**src/rtl/mem_port_arbiter.sv**
```systemverilog
// Single-port memory arbiter between instruction fetch and data access, DM priority.
// Optional IF anti-starvation counter enabled by defining ARB_STARVE_EN.
module mem_port_arbiter #(
  parameter int AW         = 16,
  parameter int MEM_LAT    = 1,
  parameter int STARVE_MAX = 3
) (
  input  logic          clk,
  input  logic          rst_n,
  input  logic          if_req,
  input  logic [AW-1:0] if_addr,
  output logic          if_gnt,
  output logic          if_rvalid,
  output logic [31:0]   if_rdata,
  input  logic          dm_req,
  input  logic          dm_we,
  input  logic [AW-1:0] dm_addr,
  input  logic [31:0]   dm_wdata,
  output logic          dm_gnt,
  output logic          dm_rvalid,
  output logic [31:0]   dm_rdata,
  output logic          mem_en,
  output logic          mem_we,
  output logic [AW-1:0] mem_addr,
  output logic [31:0]   mem_wdata,
  input  logic [31:0]   mem_rdata,
  output logic          busy
);

  typedef enum logic [1:0] {IDLE, ISSUE, WAIT, RESP} state_t;

  localparam int CW = $clog2(MEM_LAT) + 1;

  state_t        state;
  logic [CW-1:0] waitCnt;
  logic          ownerDm;
  logic          weQ;
  logic          ifRvalidQ;
  logic          dmRvalidQ;
  logic          arbIdle;
  logic          ifForce;
  logic          dmGrant;
  logic          ifGrant;

  // Gating with rst_n keeps the combinational grants low while reset is held.
  assign arbIdle = (state == IDLE) && rst_n;

`ifdef ARB_STARVE_EN
  localparam int SW = $clog2(STARVE_MAX + 1);

  logic [SW-1:0] starveCnt;

  assign ifForce = if_req && (starveCnt == SW'(STARVE_MAX));

  always_ff @(posedge clk or negedge rst_n) begin
    if (!rst_n) begin
      starveCnt <= '0;
    end else if (ifGrant) begin
      starveCnt <= '0;
    end else if (dmGrant && if_req && (starveCnt != SW'(STARVE_MAX))) begin
      starveCnt <= starveCnt + SW'(1);
    end
  end
`else
  assign ifForce = 1'b0;
`endif

  assign dmGrant = arbIdle && dm_req && !ifForce;
  assign ifGrant = arbIdle && if_req && !dmGrant;
  assign dm_gnt  = dmGrant;
  assign if_gnt  = ifGrant;

  always_ff @(posedge clk or negedge rst_n) begin
    if (!rst_n) begin
      state     <= IDLE;
      waitCnt   <= '0;
      ownerDm   <= 1'b0;
      weQ       <= 1'b0;
      mem_en    <= 1'b0;
      mem_we    <= 1'b0;
      mem_addr  <= '0;
      mem_wdata <= '0;
      ifRvalidQ <= 1'b0;
      dmRvalidQ <= 1'b0;
    end else begin
      mem_en    <= 1'b0;
      mem_we    <= 1'b0;
      ifRvalidQ <= 1'b0;
      dmRvalidQ <= 1'b0;
      case (state)
        IDLE: begin
          if (dmGrant) begin
            ownerDm   <= 1'b1;
            weQ       <= dm_we;
            mem_addr  <= dm_addr;
            mem_wdata <= dm_wdata;
            mem_en    <= 1'b1;
            mem_we    <= dm_we;
            state     <= ISSUE;
          end else if (ifGrant) begin
            ownerDm  <= 1'b0;
            weQ      <= 1'b0;
            mem_addr <= if_addr;
            mem_en   <= 1'b1;
            state    <= ISSUE;
          end
        end
        ISSUE: begin
          if (MEM_LAT == 1) begin
            ifRvalidQ <= !ownerDm;
            dmRvalidQ <= ownerDm;
            state     <= RESP;
          end else begin
            waitCnt <= CW'(MEM_LAT - 1);
            state   <= WAIT;
          end
        end
        WAIT: begin
          if (waitCnt <= CW'(1)) begin
            ifRvalidQ <= !ownerDm;
            dmRvalidQ <= ownerDm;
            state     <= RESP;
          end else begin
            waitCnt <= waitCnt - CW'(1);
          end
        end
        RESP:    state <= IDLE;
        default: state <= IDLE;
      endcase
    end
  end

  assign if_rvalid = ifRvalidQ;
  assign dm_rvalid = dmRvalidQ;
  assign if_rdata  = ifRvalidQ ? mem_rdata : '0;
  assign dm_rdata  = (dmRvalidQ && !weQ) ? mem_rdata : '0;
  assign busy      = (state != IDLE);

endmodule

```
**config.mk**
```make
export PLATFORM = sky130hd
export DESIGN_NAME = mem_port_arbiter
export DESIGN_NICKNAME = d
export VERILOG_FILES = /design/src/rtl/mem_port_arbiter.sv
export SDC_FILE = /design/constraint.sdc
export NUM_CORES = 1
export LEC_CHECK = 0
export BUFFER_PORTS_ARGS = -buffer_cell sky130_fd_sc_hd__buf_4
export CAP_MARGIN = 15
export CORE_UTILIZATION = 42
export CTS_BUF_LIST = sky130_fd_sc_hd__clkbuf_2
export DETAILED_ROUTE_END_ITERATION = 7
export GPL_ROUTABILITY_DRIVEN = 0
export PLACE_DENSITY = 0.92
export SYNTH_ARGS = -nofsm -noshare
export SYNTH_HDL_FRONTEND = slang
export SYNTH_SLANG_ARGS = --single-unit
```
**constraint.sdc**
```tcl
create_clock -name clk -period 1.9 [get_ports clk]
set_input_delay 0.285 -clock clk [delete_from_list [all_inputs] [get_ports clk]]
set_output_delay 0.285 -clock clk [all_outputs]
set_load 0.01 [all_outputs]
```
# After elaboration in Yosys (flattened, before gate mapping)
# Index checks and enable logic that the tools add are counted.
[word_totals]
reg_bits = 57
latch_bits = 0
mem_bits_rw = 0
rom_bits = 0
wordCells = 53
memories = 0
[op_classes]
add_sub_neg = 1
mul = 0
div_mod_pow = 0
order_cmp = 1
eq_ne = 5
shifts = 0
mux = 20
bitwise = 1
reduce_logical = 15
[op_table]
columns = ["cell", "count"]
rows = [
  ["$mux W32", 2],
  ["$mux W16", 2],
  ["$mux W1", 10],
  ["$pmux W2 S4", 1],
  ["$reduce_and A2 Y1", 4],
  ["$mux W2", 3],
  ["$logic_and A1 B1 Y1", 5],
  ["$eq A2 B2 Y1 const B", 2],
  ["$pmux W1 S2", 2],
  ["$reduce_bool A2 Y1", 2],
  ["$logic_not A1 Y1", 3],
  ["$ne A3 B3 Y1 const B", 1],
  ["$eq A2 B1 Y1 const B", 1],
  ["$logic_not A2 Y1", 1],
  ["$ne A2 B2 Y1 const B", 1],
  ["$le A1 B1 Y1 const B", 1],
  ["$not A1 Y1", 1],
  ["$sub A1 B1 Y1 const B", 1],
]

# Logic depth before layout (Yosys ltp)
# Gate-level depths: netlist of run 1.
[depth]
word_depth = 8
mapped_depth = 7
mapped_depth_nobuf = 5

# Worst setup path before layout of run 1
# Ideal clock, no wire load.
[synth_path]
path_type = "register to output"
from = "register state[0]"
to = "output port if_gnt"
arrival_ns = 1.296
t_required_ns = 1.615
path_slack_ns = 0.319
path_stages_with_launch = 8
path_cell_list = "dfrtp_1 inv_1 ha_1 and2_1 buf_4 buf_4 nand2_1 nor2_1"
[synth_between]
elab_chain_cells = 5
elab_cells_between_ends = 6
cone_classes = "6 x reduce/logical"
[synth_rtl]
columns = ["item", "line_no", "rtl"]
rows = [
  ["start, declared", "34", "state_t state;"],
  ["start signal, assigned", "75", "state <= IDLE;"],
  ["start signal, assigned", "99", "state <= ISSUE;"],
  ["start signal, assigned", "105", "state <= ISSUE;"],
  ["$logic_not A2 Y1 *", "46", "assign arbIdle = (state == IDLE) && rst_n;"],
  ["$logic_and A1 B1 Y1 *", "46", ""],
  ["$logic_and A1 B1 Y1", "68", "assign dmGrant = arbIdle && dm_req && !ifForce;"],
  ["$logic_not A1 Y1", "69", "assign ifGrant = arbIdle && if_req && !dmGrant;"],
  ["$logic_and A1 B1 Y1 *", "69", ""],
  ["end, declared", "12", "output logic if_gnt,"],
]
# Every way passes the cells marked *; elsewhere a longest branch is shown, timed or not.

# Worst setup path after layout of run 1
# Same ends and word-level chain as after synthesis.

==> impl_metrics.ini, run 1 <==
[cts]
htree_levels = 2
clock_sinks = 56
cts_buffers = 5
cts_tree = done
clockBufferDepth = 2
clock-root-buffer = clkbuf_2
path_clk_slew_ns = 0.27
insertion_delay_ns = 0.42

[sta]
rsz0062_at_grt = true
slew_headroom_pct = 55.01
setup_viol = 0
worst_slack_ns = 0.04680
clock.fmax_mhz = 539.6
clock_skew_ns = 0.03909
period_minus_slack_ns = 1.853
final.setup.tns_ns = 0
hold_violations = 0
slew_viol_final = 0
fin_crit_sh_pct = 97.54
worst_pin_slew_ns = 0.6748

[logic_synthesis]
synthSimpleGateAreaFrac_pct = 18.82
synth_xor_area_share_pct = 0
ys_seq_elements = 56
synth_seq_area_share_pct = 46.94
ys_types = 20
synth_compound_area_share_pct = 10.81
yosys_warnings = 0
yosys-top-cells-area = dfrtp_1, mux2_4, and2_1, a22oi_1, nor2b_1
synthMuxAreaShare_pct = 16.81
synthCells = 263
synth_top_family_by_area = simple AND/OR/NAND/NOR gates
synth_area_per_cell_um2 = 11.35
yosysTopAreaCell = dfrtp_1
syn_area_mm2 = 0.002985
synth_top_area_share_pct = 46.94
syn-num-nets = 368
synth_fa_ha_area_share_pct = 1.676

[worst_setup_path]
cp.arrival_ns = 1.57
slowest_stage = dfrtp_1
cp.required_ns = 1.62
r2r_slack_ns = 0.18
regToRegStartpoint = state[0]$_DFFE_PN0P_
crit_type = flop to primary output
startpoint = state[0]$_DFFE_PN0P_
slowest_delay_ns = 0.45
critPathMaxFanout = 4
start_kind = flop
crit_chain = inv_2, ha_4, and2_4, nand2_2, nor2_1, buf_4
end_kind = primary output

[global_route]
grt_overflow = 0
grt_pass1_wl_um = 13520
globalRouteTotalUtil_pct = 23.52
grt_start_max_net_pins = 55
grt_antenna_before_repair = 0
first_global_vias = 2767

[route]
vias = 2877
dr_wl_met3_um = 688
wirelength_um = 9057
dr_wl_met2_um = 4848
drcViolationCount = 0
firstDrtPassIters = 4
antenna_left = 0
wirelength_met1_um = 3322
initialDrtViolationCount = 81
wl_per_cell_um = 15.46
post_drt_via_cell_ratio = 4.910
top_layer = met4

[floorplan]
initial_core_util_pct = 43.70
die_area_mm2 = 0.007449
core-area_mm2 = 0.006832
rows = 30
die_x_um = 86.31
ios = 220
die_y_um = 86.31

[layout]
diodes = 0
postLayoutCoreUtil_pct = 71.67
areaGrowthSynthToFinish_pct = 64.00
layout.nets = 595
drive_gt1_share_pct = 57.35

[place]
place_ws_ns = 0.2067
io_buffers = 219
place_hpwl_um = 6878

[power]
peakVddDrop_uv = 764.8
p_per_area_mw_per_mm2 = 1220
p_leak_nw = 2.514

[min_path]
hold_class = input port to flop
hold_start = dm_addr[10]

[flow_run]
cap_violations = 0

[run_status]
outcome = complete, no violations
==> Yosys cell counts (all sizes together) <==
cell type and n:
and2 66, dfrtp 56, mux2 33, o21ai 19
nor2b 17, a22oi 16, a31oi 16, buf 13
clkbuf 7, nor2 5, ha 4, inv 4
nand2 3, a21o 1, and3 1, mux2i 1
nand2b 1
==> critical path: cells and delay by family (launching register included) <==
family	cells	cell delay, ns
simple gates	3	0.30
buf+inv	2	0.23
flops	1	0.45
fa+ha+maj	1	0.16
==> logic make-up after synthesis <==
group	Yosys count
DFF	56
and+or+nand+nor	93
adders and majority gates	4
muxes	34
buffers and inverters	24
AOI/OAI and AO/OA	52
==> cells in the final DEF (no fill, tap or decap) <==
cell           count
and3_4             1
clkinv_2           1
nand2_1            2
ha_1               3
nor2_1             5
nor2b_1           16
a22oi_1           16
o21ai_0           19
inv_2              2
a21o_1             1
a31oi_1           16
nand2b_1           1
and2_1            65
inv_1              2
dfrtp_2            1
buf_6              2
buf_4            229
ha_4               1
mux2i_1            1
mux2_1             1
mux2_4            32
dfrtp_1           55
dlygate4sd3_1      6
and2_4             1
clkbuf_2           6
nand2_2            1
buf_12             3
nor2b_2            1
==> metrics by stage <==
step | hold slack, ns | cells | total power [mW] | area (um2)
final | 0.05510 | 586 | 5.971 | 4896
after global routing | -0.004437 | 586 | 6.373 | 4896
after CTS | 0.02395 | 574 | 5.906 | 4782
after detailed placement | 0.08845 | 564 | 5.401 | 4688
after global placement | 0.08725 | 564 | 5.261 | 4688
after floorplan | -0.01059 | 263 | 3.756 | 2985
==> timing repair <==
action / CTS / global route
pin swaps: 1 / 2
hold buffers: 1 / 5
setup endpoints to repair: 34 / 28
endpoints found under the hold margin: 17 / 5
gates resized for setup: 10 / 4
setup buffers: 2 / 7
==> routing by layer <==
| metal | vias to the layer above | track usage [%] |
|---|---|---|
| li1 | 1342 | - |
| met1 | 1363 | 25.80 |
| met2 | 154 | 43.58 |
| met3 | 18 | 5.905 |
| met4 | 0 | 8.939 |
| met5 | - | 0 |
==> flip-flops by register name, summed over array words and instances (netlist names) <==
signal / flops
ownerDm: 1
mem_we: 1
if_rvalid: 1
state: 2
mem_wdata: 32
weQ: 1
mem_en: 1
mem_addr: 16
dm_rvalid: 1
==> power by group <==
part | switching (mW) | internal, mW | total, mW
clock network | 0.337 | 0.0878 | 0.425
registers | 0.408 | 1.74 | 2.15
logic | 1.35 | 2.05 | 3.40
==> path summary, 6_finish.rpt <==
kind,cells past startpoint,end
worst max-delay path,6,if_gnt
worst min-delay path,3,mem_addr[10]$_DFFE_PN0P_
worst max register to register,6,mem_wdata[18]$_DFFE_PN0P_
worst min register to register,1,if_rvalid$_DFF_PN0_
max in group asynchronous,3,mem_wdata[15]$_DFFE_PN0P_
min in group asynchronous,2,state[1]$_DFFE_PN0P_
==> layout make-up <==
| class | count | area (um2) |
|---|---|---|
| fill | 517 | 1936 |
| timing repair buffer | 240 | 1862 |
| multi-input combinational | 183 | 1461 |
| sequential | 56 | 1403 |
| tap | 96 | 120.1 |
| clock buffer | 6 | 30.03 |
| inverter | 4 | 15.01 |
| clock inverter | 1 | 5.005 |
(Power assumes the default switching activity.)
==> inputs of run 2 (changes only) <==
CORE_MARGIN = 8   (was unset)
RECOVER_POWER = 25   (was unset)
==> impl_metrics.ini, run 2 (same netlist as run 1, synthesis figures left out) <==
[sta]
worst_pin_slew_ns = 0.7023
worst_slack_ns = 0.03716
setup_viol = 0
rsz0062_at_grt = true
slew_viol_final = 0
hold_slack_ns = 0.03150
hold_violations = 0
period_minus_slack_ns = 1.863
clock_skew_ns = 0.02832
slew_headroom_pct = 53.18
final.setup.tns_ns = 0
fin_crit_sh_pct = 98.04
clock.fmax_mhz = 536.8

[global_route]
grt_antenna_before_repair = 0
grt_pass1_wl_um = 16080
grt_overflow = 0
grt_start_max_net_pins = 57
first_global_vias = 3115
globalRouteTotalUtil_pct = 20.22

[route]
drcViolationCount = 0
initialDrtViolationCount = 215
firstDrtPassIters = 4
wirelength_um = 11590
antenna_left = 0
vias = 2972
post_drt_via_cell_ratio = 4.953
wl_per_cell_um = 19.32

[worst_setup_path]
cp.arrival_ns = 1.58
crit_type = flop to primary output
start_kind = flop
r2r_cells = 7
reg2reg_to = mem_wdata[15]$_DFFE_PN0P_
critPathMaxFanout = 4
regToRegStartpoint = state[1]$_DFFE_PN0P_
r2r_slack_ns = 0.13
cp.required_ns = 1.62
end_kind = primary output

[power]
p_leak_nw = 2.587
p_per_area_mw_per_mm2 = 1225
peakVddDrop_uv = 804.6

[place]
place_ws_ns = 0.1581
io_buffers = 219
place_hpwl_um = 8728

[floorplan]
initial_core_util_pct = 43.70
die_y_um = 100.3
die_area_mm2 = 0.01006
core-area_mm2 = 0.006832
ios = 220
die_x_um = 100.3
rows = 30

[cts]
clock_sinks = 56
clockBufferDepth = 2
cts_buffers = 5
insertion_delay_ns = 0.45
path_clk_slew_ns = 0.29
clock-root-buffer = clkbuf_2
cts_tree = done
htree_levels = 2

[run_status]
outcome = complete, no violations

[layout]
areaGrowthSynthToFinish_pct = 68.61
max_flop_register = mem_wdata
largest_reg_flops = 32
final_common_cell = buf_4
fill_cells = 503
diodes = 0
final_cell_mix = buf_4, and2_1, dfrtp_1
largest_registers = mem_wdata: 32 flops, mem_addr: 16 flops, state: 2 flops
layout.nets = 608
drive_gt1_share_pct = 57.94

[min_path]
hold_depth = 2
min_to = mem_wdata[22]$_DFFE_PN0P_
hold_start = dm_wdata[22]
hold_class = input port to flop

[flow_run]
cap_violations = 0
## run 2: cell count changes in the layout (fill, tap and decap cells not counted)
| cell | change |
|---|---|
| clkinv_2 | +1 |
| nor2_2 | +1 |
| nor2b_4 | +1 |
| buf_6 | +1 |
| clkbuf_2 | -1 |
| nor2_1 | -1 |
| buf_4 | +8 |
| clkbuf_16 | +1 |
| clkinv_1 | +1 |
| nor2b_2 | -1 |
| dlygate4sd3_1 | +3 |
## run 2: layout make-up
class	count	area [um2]	share of cell area [%]
multi-input combinational	183	1469	29.18
clock buffer	5	25.02	0.4971
tap	96	120.1	2.386
timing repair buffer	253	1988	39.50
inverter	4	15.01	0.2983
sequential	56	1403	27.86
clock inverter	3	13.76	0.2734
## run 2: worst max-delay path by stage
stage | startpoint | endpoint | slack (ns) | cells past startpoint
detailed placement | state[0]$_DFFE_PN0P_ | mem_addr[14]$_DFFE_PN0P_ | 0.16 | 5
finish | state[1]$_DFFE_PN0P_ | if_gnt | 0.04 | 6
global placement | state[0]$_DFFE_PN0P_ | dm_gnt | 0.27 | 5
CTS | state[1]$_DFFE_PN0P_ | if_gnt | 0.0001 | 6
floorplan | state[0]$_DFFE_PN0P_ | if_gnt | 0.32 | 7
global route | state[0]$_DFFE_PN0P_ | if_gnt | -0.05 | 6
## run 2: routing by layer
| metal | vias to the layer above | routed length, um | global-route usage, % |
|---|---|---|---|
| met1 | 1398 | 3964 | 19.48 |
| met3 | 23 | 1161 | 7.682 |
| met4 | 0 | 269 | 5.698 |
| met5 | - | 0 | 0 |
| met2 | 177 | 6193 | 38.72 |
| li1 | 1374 | - | - |
## run 2: critical path: stages (launching register included)
cell,delay (ns)
dfrtp_1,0.47
inv_2,0.09
ha_4,0.15
and2_4,0.14
nand2_2,0.06
nor2_2,0.09
buf_4,0.13
## run 2: timing repair
action | in CTS | in global routing
resized for setup | 10 | 9
setup endpoints to repair | 34 | 34
gates cloned | 0 | 2
buffers inserted | 4 | 13
hold buffers | 1 | 8
pin swaps | 2 | 1
endpoints found under the hold margin | 56 | 8
## run 2: through the flow
stage               cells  instance area (um2)  power (mW)  utilization, %
floorplan             263                 2985       3.756               -
CTS                   577                 4801       6.013           70.27
finish                600                 5034       6.168           73.68
global route          600                 5034       6.551           73.68
global placement      564                 4688       5.317           68.63
detailed placement    564                 4688       5.464           68.63
## run 2: where the power goes
part | leakage (nW) | total (mW) | switching [mW] | internal, mW
logic | 1.90 | 3.56 | 1.45 | 2.11
clock network | 0.0302 | 0.458 | 0.375 | 0.0828
registers | 0.652 | 2.15 | 0.414 | 1.74
total | 2.59 | 6.17 | 2.24 | 3.93
